[src/rtl/vga_sync_decoder.sv]
// rtl/vga_sync_decoder.sv - VGA sync timing decoder with lock detection and pixel coordinates
module vga_sync_decoder #(
    parameter int H_TOTAL     = 800,
    parameter int H_SYNC      = 96,
    parameter int H_BACKPORCH = 48,
    parameter int H_DISPLAY   = 640,
    parameter int V_TOTAL     = 525,
    parameter int V_SYNC      = 2,
    parameter int V_BACKPORCH = 33,
    parameter int V_DISPLAY   = 480,
    parameter int H_TOL       = 1,
    parameter int V_TOL       = 1
) (
    input  logic       pixelclk,
    input  logic       reset,
    input  logic       hsync_in,
    input  logic       vsync_in,
    output logic [9:0] x_out,
    output logic [9:0] y_out,
    output logic       active_out,
    output logic       frame_start_out,
    output logic       locked_out,
    output logic       err_out
);

    typedef enum logic [1:0] {SEARCH, HMEAS, VMEAS, LOCKED} state_t;

    localparam logic [10:0] H_LEN_MIN = 11'(H_TOTAL - H_TOL);
    localparam logic [10:0] H_LEN_MAX = 11'(H_TOTAL + H_TOL);
    localparam logic [10:0] V_LEN_MIN = 11'(V_TOTAL - V_TOL);
    localparam logic [10:0] V_LEN_MAX = 11'(V_TOTAL + V_TOL);
    localparam logic [9:0]  H_FIRST   = 10'(H_SYNC + H_BACKPORCH);
    localparam logic [9:0]  H_LAST    = 10'(H_SYNC + H_BACKPORCH + H_DISPLAY - 1);
    localparam logic [9:0]  V_FIRST   = 10'(V_SYNC + V_BACKPORCH);
    localparam logic [9:0]  V_LAST    = 10'(V_SYNC + V_BACKPORCH + V_DISPLAY - 1);
    localparam logic [9:0]  CNT_MAX   = 10'd1023;

    state_t      state, state_next;
    logic        good_cnt, good_cnt_next;
    logic        err_next, fs_next;
    logic        hs_q, hs_qq, vs_q, vs_qq, vs_line;
    logic [9:0]  hcnt, vcnt;
    logic [10:0] line_len, frame_len;
    logic        hfall, vfall, good_line, good_frame, timeout;
    logic        in_window;
    logic        sync_unused;

    // vs_qq completes the symmetric sync pipeline; only vs_q feeds the line sampler
    assign sync_unused = vs_qq;

    assign hfall      = hs_qq & ~hs_q;
    assign vfall      = hfall & vs_line & ~vs_q;
    assign line_len   = {1'b0, hcnt} + 11'd1;
    assign frame_len  = {1'b0, vcnt} + 11'd1;
    assign good_line  = (line_len >= H_LEN_MIN) && (line_len <= H_LEN_MAX);
    assign good_frame = (frame_len >= V_LEN_MIN) && (frame_len <= V_LEN_MAX);
    assign timeout    = (hcnt == CNT_MAX) && !hfall;
    assign in_window  = (hcnt >= H_FIRST) && (hcnt <= H_LAST) &&
                        (vcnt >= V_FIRST) && (vcnt <= V_LAST);

    // Two-flop sync pipelines, idle high
    always_ff @(posedge pixelclk or posedge reset) begin
        if (reset) begin
            hs_q  <= 1'b1;
            hs_qq <= 1'b1;
            vs_q  <= 1'b1;
            vs_qq <= 1'b1;
        end else begin
            hs_q  <= hsync_in;
            hs_qq <= hs_q;
            vs_q  <= vsync_in;
            vs_qq <= vs_q;
        end
    end

    // Pixel counter restarts on each hsync falling edge, saturates when hsync is missing
    always_ff @(posedge pixelclk or posedge reset) begin
        if (reset) begin
            hcnt <= 10'd0;
        end else if (hfall) begin
            hcnt <= 10'd0;
        end else if (hcnt != CNT_MAX) begin
            hcnt <= hcnt + 10'd1;
        end
    end

    // Line counter and per-line vsync sample, both advance only on hsync falling edges
    always_ff @(posedge pixelclk or posedge reset) begin
        if (reset) begin
            vcnt    <= 10'd0;
            vs_line <= 1'b1;
        end else if (hfall) begin
            vs_line <= vs_q;
            if (vfall) begin
                vcnt <= 10'd0;
            end else if (vcnt != CNT_MAX) begin
                vcnt <= vcnt + 10'd1;
            end
        end
    end

    // Lock FSM state register
    always_ff @(posedge pixelclk or posedge reset) begin
        if (reset) begin
            state    <= SEARCH;
            good_cnt <= 1'b0;
        end else begin
            state    <= state_next;
            good_cnt <= good_cnt_next;
        end
    end

    // Lock FSM transitions; loss of lock wins over a coincident frame start
    always_comb begin
        state_next    = state;
        good_cnt_next = good_cnt;
        err_next      = 1'b0;
        fs_next       = 1'b0;
        case (state)
            SEARCH: begin
                if (hfall) begin
                    state_next    = HMEAS;
                    good_cnt_next = 1'b0;
                end
            end
            HMEAS: begin
                if (timeout) begin
                    state_next = SEARCH;
                end else if (hfall) begin
                    if (!good_line) begin
                        good_cnt_next = 1'b0;
                    end else if (good_cnt) begin
                        state_next    = VMEAS;
                        good_cnt_next = 1'b0;
                    end else begin
                        good_cnt_next = 1'b1;
                    end
                end
            end
            VMEAS: begin
                if (timeout) begin
                    state_next = SEARCH;
                end else if (hfall) begin
                    if (!good_line) begin
                        state_next    = HMEAS;
                        good_cnt_next = 1'b0;
                    end else if (vfall) begin
                        state_next = LOCKED;
                        fs_next    = 1'b1;
                    end
                end
            end
            LOCKED: begin
                if (timeout || (hfall && (!good_line || (vfall && !good_frame)))) begin
                    state_next = SEARCH;
                    err_next   = 1'b1;
                end else if (vfall) begin
                    fs_next = 1'b1;
                end
            end
            default: state_next = SEARCH;
        endcase
    end

    // Registered outputs: status pulses and display-window coordinates
    always_ff @(posedge pixelclk or posedge reset) begin
        if (reset) begin
            locked_out      <= 1'b0;
            err_out         <= 1'b0;
            frame_start_out <= 1'b0;
            active_out      <= 1'b0;
            x_out           <= 10'd0;
            y_out           <= 10'd0;
        end else begin
            locked_out      <= (state_next == LOCKED);
            err_out         <= err_next;
            frame_start_out <= fs_next;
            if ((state == LOCKED) && in_window) begin
                active_out <= 1'b1;
                x_out      <= hcnt - H_FIRST;
                y_out      <= vcnt - V_FIRST;
            end else begin
                active_out <= 1'b0;
                x_out      <= 10'd0;
                y_out      <= 10'd0;
            end
        end
    end

endmodule

[config.mk]
export PLATFORM = sky130hd
export DESIGN_NAME = vga_sync_decoder
export DESIGN_NICKNAME = d
export VERILOG_FILES = /design/src/rtl/vga_sync_decoder.sv
export SDC_FILE = /design/constraint.sdc
export NUM_CORES = 1
export LEC_CHECK = 0
export BUFFER_PORTS_ARGS = -buffer_cell sky130_fd_sc_hd__buf_4
export CAP_MARGIN = 20
export CORE_MARGIN = 5
export CORE_UTILIZATION = 50
export DETAILED_ROUTE_END_ITERATION = 7
export GPL_TIMING_DRIVEN = 0
export HOLD_SLACK_MARGIN = 0.15
export MAX_ROUTING_LAYER = met4
export PLACE_DENSITY = 0.7
export SLEW_MARGIN = 10
export SYNTH_ARGS = -nofsm -noshare
export SYNTH_HDL_FRONTEND = slang
export SYNTH_SLANG_ARGS = --single-unit
[constraint.sdc]
create_clock -name pixelclk -period 6.63 [get_ports pixelclk]
set_clock_uncertainty 0.05 [all_clocks]
set_input_delay 0.663 -clock pixelclk [delete_from_list [all_inputs] [get_ports pixelclk]]
set_output_delay 0.663 -clock pixelclk [all_outputs]
set_load 0.01 [all_outputs]
==> results of run 1 <==
per-layer routing:
metal | wire length, um | share of wire [%]
met4 | 82 | 1.4
met5 | 0 | 0
met2 | 2556 | 43
met3 | 270 | 4.6
met1 | 2969 | 51
cell type report:
cell class / instances / area (um2) / area share, %
timing repair buffer: 28 / 222.7 / 6.907
clock inverter: 2 / 12.51 / 0.3880
tap: 72 / 90.09 / 2.794
buffer: 20 / 93.84 / 2.910
multi-input combinational: 213 / 1414 / 43.85
inverter: 10 / 37.54 / 1.164
clock buffer: 6 / 72.57 / 2.251
sequential: 51 / 1281 / 39.74
cell usage in the layout, fill, tap and decap left out, types with 2 or more instances in the layout:
| master | netlist | layout |
|---|---|---|
| and4_1 | 2 | 2 |
| and2_1 | 7 | 7 |
| inv_1 | 8 | 7 |
| clkbuf_8 | 0 | 5 |
| clkbuf_1 | 10 | 11 |
| nor2_1 | 47 | 47 |
| nand2_1 | 21 | 21 |
| nor3_1 | 9 | 9 |
| ha_1 | 9 | 9 |
| mux2i_1 | 3 | 3 |
| a21oi_1 | 9 | 9 |
| nor4b_1 | 3 | 3 |
| a31oi_1 | 4 | 4 |
| o21ai_0 | 5 | 5 |
| buf_4 | 3 | 30 |
| nor2b_1 | 2 | 2 |
| nand4_1 | 4 | 4 |
| dfstp_2 | 4 | 4 |
| and3_1 | 2 | 2 |
| nand2b_1 | 5 | 5 |
| or3_1 | 5 | 5 |
| dfrtp_1 | 47 | 47 |
| xnor2_1 | 16 | 16 |
| buf_2 | 6 | 6 |
| o211ai_1 | 2 | 2 |
| inv_2 | 2 | 3 |
| o32a_1 | 2 | 2 |
| a211oi_1 | 2 | 2 |
| xor2_1 | 13 | 13 |
| nand3_1 | 8 | 8 |
cell families (layout without fill, tap and decap cells):
family | Yosys count | count (layout) | synth area share (%)
compound gates | 45 | 45 | 12.31
fa+ha+maj | 9 | 9 | 3.984
xor+xnor | 29 | 29 | 8.986
simple gates | 127 | 127 | 23.68
mux | 3 | 3 | 1.062
buf+inv | 30 | 66 | 4.648
flops | 51 | 51 | 45.33
power by group through the flow:
stage / clock, mW / sequential [mW] / combinational, mW
finish: 0.178 / 0.366 / 0.225
global route: 0.198 / 0.371 / 0.252
global placement: 0 / 0.372 / 0.221
CTS: 0.186 / 0.366 / 0.225
floorplan: 0 / 0.365 / 0.182
detailed placement: 0 / 0.372 / 0.225
stage by stage:
step	instances	power [mW]	hold WS (ns)	util [%]
global route	402	0.8211	0.2906	58.55
floorplan	294	0.5471	0.3081	-
finish	402	0.7687	0.2692	58.55
CTS	402	0.7769	0.2740	58.55
global placement	393	0.5926	0.3103	56.65
detailed placement	394	0.5964	0.3112	57.01
registers in the layout, summed over array words and instances (netlist names):
signal / flops
hs_qq: 1
hs_q: 1
frame_start_out: 1
x_out: 10
vs_q: 1
err_out: 1
active_out: 1
hcnt: 10
vcnt: 10
locked_out: 1
state: 2
vs_line: 1
good_cnt: 1
y_out: 10
worst min-delay path by stage:
stage | from | endpoint | slack [ns] | cells after the start
floorplan | hs_q$_DFF_PP1_ | hs_qq$_DFF_PP1_ | 0.31 | 0
CTS | reset | x_out[7]$_DFF_PP0_ | 0.27 | 2
detailed placement | hs_q$_DFF_PP1_ | hs_qq$_DFF_PP1_ | 0.31 | 0
finish | reset | x_out[7]$_DFF_PP0_ | 0.27 | 2
global placement | hs_q$_DFF_PP1_ | hs_qq$_DFF_PP1_ | 0.31 | 0
global route | reset | x_out[7]$_DFF_PP0_ | 0.29 | 2
==> reports/qor.yml, run 1 <==
setup_path:
  r2r_end: "state[0]$_DFF_PP0_"
  critPathCaptureType: "register"
  path_buf_inv: 0
  max_stage_delay_ns: 0.47
  rr_worst_depth: 7
  startpoint: "hcnt[1]$_DFFE_PP0N_"
  cp-endpoint: "state[0]$_DFF_PP0_"
  crit_path_start_kind: "register"
  path_delay_family: "compound AO/OA/AOI/OAI gates"
  crit_path_top_delay_cell: "dfrtp_1"
  crit_fanout: 8
  required_ns: 6.78
  critical_path_class: "reg -> reg"
  crit_path_cell_trace: "ha_1 -> nand3_4 -> nor3_4 -> a21oi_2 -> a22o_1 -> o32a_1 -> a41o_1"
  reg2reg_from: "hcnt[1]$_DFFE_PP0N_"
  crit_cells: 7
  r2r_slack_ns: 4.14
  arrival_ns: 2.65
synth:
  synth_cell_types: 63
  yosysTopAreaCellShare_pct: 41.61
  ys_ff_latch: 51
  synth-edff-count: 0
  ys_top_cells_by_area: "dfrtp_1 (42%), nor2_1 (6.2%), xnor2_1 (5.0%)"
  synth_fp_nets: 307
  synth_largest_area_cell: "dfrtp_1"
  ys_warn_count: 0
  ys_seq_area_share_pct: 45.33
  synthCells: 294
  ys.flop_type: "dfrtp_1"
  async_reset_ff_share_pct: 100.0
  syn_area_per_cell_um2: 9.614
  synth_top_cells_by_count: "dfrtp_1 (47), nor2_1 (47), nand2_1 (21)"
  netlist_area_mm2: 0.002826
global_route:
  grt_util_met1_pct: 25.81
  globalRouteMet2Util_pct: 25.35
  grt_pass1_vias: 2035
  grt_max_degree: 37
  use_met3_pct: 4.078
  grt_pass1_wl_um: 10180
  grt_use_total_pct: 17.99
  grt_busiest_layer: "met1"
  antenna_found_initial: 0
  grt-ovfl-total: 0
die:
  core_mm2: 0.005507
  boundaryPins: 28
  start_util_pct: 51.33
  rows: 27
  die_w_um: 85.19
  die_h_um: 85.19
  die_area_mm2: 0.007256
pwr:
  powerDensity_mw_per_mm2: 238.4
  p_leak_nw: 1.471
  sequentialPowerShare_pct: 47.6
  clockPowerShare_pct: 23.1
  cellInternalPower_mw: 0.5015
  peakVddDrop_uv: 125.5
  sw_frac_of_total_pct: 34.76
  p_sw_mw: 0.2672
  comb_power_share_pct: 29.3
clock_tree:
  cts_tree: "built"
  cts.htree.levels: 2
  cts_root_buf: "clkbuf_8"
  cts_hold_buffers: 0
  clk_latency_ns: 0.31
  cts.clk_slew.worst_paths_ns: 0.09
  post-cts-setup-buffers: 0
  post_cts_resize_count: 0
  cts-buffers-inserted: 5
  cts_sinks: 51
  cts_buffer_depth: 2
placed_design:
  dpl_cell_area_mm2: 0.003139
  dpl.hpwl_um: 4273
  port_buffers: 27
  gp_congestion: 0.9136
  post-place-ws_ns: 4.171
flow_run:
  drv_cap: 0
timing:
  fin_crit_ns: 2.494
  setup_tns_ns: 0
  rsz0062_at_grt: "no"
  fin_crit_sh_pct: 37.62
  clock.fmax_mhz: 400.9
  setup_ws_ns: 4.136
  setup_viol: 0
  drv_slew: 0
  worst_pin_slew_ns: 0.5012
  hold_violations: 0
  slew_headroom_pct: 66.58
layout:
  drive_above_1_share_pct: 19.70
  finalInstanceArea_mm2: 0.003224
  area_growth_syn_to_layout_pct: 14.08
  num-nets-final: 342
  fillers: 510
  antennaDiodeCount: 0
route:
  viasPerCell: 5.386
  ant_nets: 0
  drt-initial-drc-count: 129
  vias: 2165
  drtPass1Iterations: 4
  wl_per_cell_um: 14.62
  wirelength_um: 5878
  drc: 0
outcome:
  status: "finished, final reports clean"
min_path:
  hp-class: "in -> async"
Note: power is estimated with default switching activity, not from simulation.
==> run 2, diff against run 1 <==
==> constraint.sdc (replaced) <==
create_clock -name pixelclk -period 2.5 [get_ports pixelclk]
set_clock_uncertainty 0.05 [all_clocks]
set_input_delay 0.25 -clock pixelclk [delete_from_list [all_inputs] [get_ports pixelclk]]
set_output_delay 0.25 -clock pixelclk [all_outputs]
set_load 0.01 [all_outputs]
==> run 2 against run 1 <==
Against the previous run: sequential power increased to 2.7 times the previous value; global-route usage about the same; hold slack improved by 0.054 ns.
==> reports/qor.yml, run 2 (synthesis results as in run 1) <==
setup_path:
  cp-endpoint: "state[0]$_DFF_PP0_"
  r2r_slack_ns: 0.14
  startpoint: "hcnt[4]$_DFFE_PP0N_"
  rr_worst_depth: 7
  required_ns: 2.66
  crit_fanout: 8
  crit_path_start_kind: "register"
  arrival_ns: 2.52
  critical_path_class: "reg -> reg"
  critPathCaptureType: "register"
  reg2reg_from: "hcnt[4]$_DFFE_PP0N_"
  r2r_end: "state[0]$_DFF_PP0_"
flow_run:
  drv_cap: 0
layout:
  fin_util_pct: 59.74
  drive_above_1_share_pct: 22.09
  fillers: 501
  final_cell_mix: "nor2_1 (47), dfrtp_1 (45), buf_4 (32)"
  antennaDiodeCount: 0
  layout_commonest_cell: "nor2_1"
  area_growth_syn_to_layout_pct: 16.38
  final_cells: 407
  num-nets-final: 347
timing:
  drv_slew: 0
  setup_viol: 0
  setup_tns_ns: 0
  slew_headroom_pct: 63.95
  fin_crit_ns: 2.365
  fin_crit_sh_pct: 94.59
  rsz0062_at_grt: "no"
  hold_violations: 0
  clock.fmax_mhz: 422.9
  worst_pin_slew_ns: 0.5395
route:
  drc: 0
  drtPass1Iterations: 4
  ant_nets: 0
  viasPerCell: 5.373
  vias: 2187
  drt-initial-drc-count: 143
  wl_per_cell_um: 14.67
  wirelength_um: 5970
placed_design:
  dp_cells: 394
  gp_congestion: 0.9136
  port_buffers: 27
  dpl.hpwl_um: 4273
clock_tree:
  cts_buffer_depth: 2
  cts-buffers-inserted: 5
  cts_tree: "built"
  cts_sinks: 51
  cts.clk_slew.worst_paths_ns: 0.09
  cts.htree.levels: 2
  clk_latency_ns: 0.31
  cts_root_buf: "clkbuf_8"
global_route:
  grt_use_total_pct: 18.02
  grt-ovfl-total: 0
  grt_max_degree: 37
  grt_pass1_vias: 2047
  antenna_found_initial: 0
  grt_pass1_wl_um: 10190
pwr:
  powerDensity_mw_per_mm2: 627.0
  peakVddDrop_uv: 334.0
  p_leak_nw: 1.492
  p_total_mw: 2.062
die:
  core_mm2: 0.005507
  start_util_pct: 51.33
  die_w_um: 85.19
  rows: 27
  die_h_um: 85.19
  die_area_mm2: 0.007256
  boundaryPins: 28
min_path:
  hp-class: "reg -> reg"
outcome:
  status: "finished, final reports clean"
## run 2: metal layers
metal	share of wire, %	up-vias	routed length [um]	global-route usage [%]
li1	-	1095	-	-
met1	51	1034	3025	25.81
met2	44	50	2599	25.42
met3	4.4	8	263	4.078
met4	1.4	0	82	5.324
met5	0	-	0	-
## run 2: area by class of cell
class                      count  area (um2)  share of cell area, %
clock inverter                 2       12.51                 0.3804
inverter                      10       37.54                  1.141
tap                           72       90.09                  2.739
multi-input combinational    213        1430                  43.48
buffer                        20       95.09                  2.891
timing repair buffer          33       267.8                  8.140
clock buffer                   6       72.57                  2.206
sequential                    51        1284                  39.03
## run 2: where the power goes
| part | switching, mW | internal [mW] | total [mW] |
|---|---|---|---|
| clock network | 0.280 | 0.196 | 0.476 |
| logic | 0.363 | 0.249 | 0.612 |
| registers | 0.0782 | 0.896 | 0.974 |
| total | 0.721 | 1.34 | 2.06 |
## run 2: worst min-delay path by stage
stage	cells after the start	from	end
after global routing	0	hs_q$_DFF_PP1_	hs_qq$_DFF_PP1_
final	0	hs_q$_DFF_PP1_	hs_qq$_DFF_PP1_
after detailed placement	2	reset	frame_start_out$_DFF_PP0_
after global placement	1	hsync_in	hs_q$_DFF_PP1_
after floorplan	0	hsync_in	hs_q$_DFF_PP1_
after CTS	0	hs_q$_DFF_PP1_	hs_qq$_DFF_PP1_
## run 2: timing repair
item | CTS | global route
setup endpoints to repair | 0 | 6
resized for setup | 0 | 9
buffers inserted | 0 | 2
hold endpoints to repair | 15 | 0
hold buffers | 3 | 0
## run 2: per-stage QoR
stage | cell area [um2] | hold slack (ns) | setup slack (ns)
2_1_floorplan | 2826 | 0.2045 | 0.3235
3_3_place_gp | 3119 | 0.3082 | 0.03855
3_5_place_dp | 3139 | 0.2041 | 0.04136
4_1_cts | 3254 | 0.3245 | 0.01015
5_1_grt | 3289 | 0.3380 | 0.03558
6_report | 3289 | 0.3235 | 0.1352
## run 2: critical path: stages (launching register included)
cell     delay, ns
dfrtp_1       0.58
ha_1          0.25
nand3_1       0.16
nor3_4        0.30
a21oi_2       0.09
a22o_1        0.26
o32a_1        0.35
a41o_1        0.21
==> run 3, diff against run 2 <==
--- a/config.mk
+++ b/config.mk
@@ -7,7 +7,7 @@
 export LEC_CHECK = 0
 export BUFFER_PORTS_ARGS = -buffer_cell sky130_fd_sc_hd__buf_4
 export CAP_MARGIN = 20
-export CORE_MARGIN = 5
+export CORE_MARGIN = 2
 export CORE_UTILIZATION = 50
 export DETAILED_ROUTE_END_ITERATION = 7
 export GPL_TIMING_DRIVEN = 0
==> run 3 against run 2 <==
Against the previous run: highest routed layer unchanged; die area down 14%; total power up 3.6%; setup slack worse by 0.015 ns; design area up 0.42%; sequential share of layout area down 0.12 points; routed wire length down 1.3%.
==> reports/qor.yml, run 3 (synthesis results as in run 1) <==
outcome:
  status: "finished, final reports clean"
layout:
  layout_commonest_cell: "nor2_1"
  finalInstanceArea_mm2: 0.003303
  area_growth_syn_to_layout_pct: 16.87
  drive_above_1_share_pct: 21.49
  final_cell_mix: "nor2_1 (47), dfrtp_1 (44), buf_4 (32)"
  antennaDiodeCount: 0
  num-nets-final: 347
  fin_util_pct: 60.36
clock_tree:
  cts_root_buf: "clkbuf_8"
  cts.htree.levels: 2
  cts_buffer_depth: 2
  cts_tree: "built"
  cts_sinks: 51
  clk_latency_ns: 0.30
  cts-buffers-inserted: 5
  cts.clk_slew.worst_paths_ns: 0.08
route:
  vias: 2199
  wl_per_cell_um: 14.48
  wirelength_um: 5893
  viasPerCell: 5.403
  ant_nets: 0
  drc: 0
  drtPass1Iterations: 4
  drt-initial-drc-count: 142
timing:
  rsz0062_at_grt: "no"
  worst_pin_slew_ns: 0.5259
  slew_headroom_pct: 64.86
  setup_ws_ns: 0.1201
  clock.fmax_mhz: 420.2
  fin_crit_sh_pct: 95.19
  fin_crit_ns: 2.380
  hold_violations: 0
  drv_slew: 0
  setup_viol: 0
  setup_tns_ns: 0
setup_path:
  crit_path_cell_trace: "ha_1 -> nand3_1 -> nor3_4 -> a21oi_2 -> a22o_1 -> o311a_1 -> o211a_1"
  path_delay_family: "compound AO/OA/AOI/OAI gates"
  r2r_slack_ns: 0.12
  crit_cells: 7
  critPathCaptureType: "register"
  path_buf_inv: 0
  reg2reg_from: "hcnt[4]$_DFFE_PP0N_"
  crit_path_top_delay_cell: "dfrtp_1"
  rr_worst_depth: 7
  crit_path_start_kind: "register"
  arrival_ns: 2.52
  r2r_end: "locked_out$_DFF_PP0_"
  crit_fanout: 8
  critical_path_class: "reg -> reg"
  max_stage_delay_ns: 0.56
  required_ns: 2.64
die:
  boundaryPins: 28
  core_mm2: 0.005473
  start_util_pct: 51.65
  die_h_um: 79.19
  rows: 27
  die_w_um: 79.19
  die_area_mm2: 0.006270
flow_run:
  drv_cap: 0
pwr:
  p_leak_nw: 1.504
  p_total_mw: 2.137
  peakVddDrop_uv: 394.5
  powerDensity_mw_per_mm2: 647.0
placed_design:
  gp_congestion: 0.8662
  post-place-ws_ns: 0.05939
  port_buffers: 27
  dpl_cell_area_mm2: 0.003139
  dpl.hpwl_um: 4151
global_route:
  antenna_found_initial: 0
  grt_use_total_pct: 21.50
  grt_pass1_wl_um: 10260
  grt_pass1_vias: 2077
  grt-ovfl-total: 0
  grt_max_degree: 36
min_path:
  whs_path_depth: 0
  hp-class: "reg -> reg"
  worstHoldStart: "hs_q$_DFF_PP1_"
  min_to: "hs_qq$_DFF_PP1_"
-- run 3: per-stage QoR --
step | hold slack [ns] | std cells
floorplan | 0.2045 | 294
global placement | 0.3084 | 393
detailed placement | 0.2090 | 394
CTS | 0.3238 | 405
global route | 0.3297 | 407
finish | 0.3237 | 407
-- run 3: worst max path at each step --
stage                             start                         to
finish              hcnt[4]$_DFFE_PP0N_       locked_out$_DFF_PP0_
detailed placement  vcnt[0]$_DFFE_PP0P_  frame_start_out$_DFF_PP0_
global placement    vcnt[1]$_DFFE_PP0P_  frame_start_out$_DFF_PP0_
global route        hcnt[4]$_DFFE_PP0N_         state[0]$_DFF_PP0_
CTS                 hcnt[1]$_DFFE_PP0N_       locked_out$_DFF_PP0_
floorplan           hcnt[1]$_DFFE_PP0N_       locked_out$_DFF_PP0_
-- run 3: timing repair --
item	CTS	global route
hold buffers	3	0
endpoints found under the hold margin	16	0
endpoints found under the setup margin	0	5
setup buffers	0	2
resized for setup	0	8
-- run 3: worst register-to-register path: stages (launching register included) --
cell     delay (ns)
dfrtp_1        0.56
ha_1           0.25
nand3_1        0.18
nor3_4         0.32
a21oi_2        0.10
a22o_1         0.26
o311a_1        0.35
o211a_1        0.21
-- run 3: per-layer routing --
| layer | vias to the layer above | GRT usage [%] | wire [um] |
|---|---|---|---|
| met2 | 57 | 31.36 | 2601 |
| met3 | 4 | 4.205 | 300 |
| met5 | - | - | 0 |
| li1 | 1087 | - | - |
| met1 | 1051 | 31.25 | 2943 |
| met4 | 0 | 4.828 | 47 |
-- run 3: cell type report --
cell class	instances	area, um2
tap	72	90.09
clock inverter	1	30.03
buffer	20	95.09
multi-input combinational	213	1421
timing repair buffer	33	267.8
sequential	51	1285
clock buffer	7	76.32
inverter	10	37.54
fill	495	2170
-- run 3: where the power goes --
| part | switching (mW) | internal, mW |
|---|---|---|
| clock network | 0.261 | 0.300 |
| registers | 0.0818 | 0.898 |
| logic | 0.348 | 0.248 |
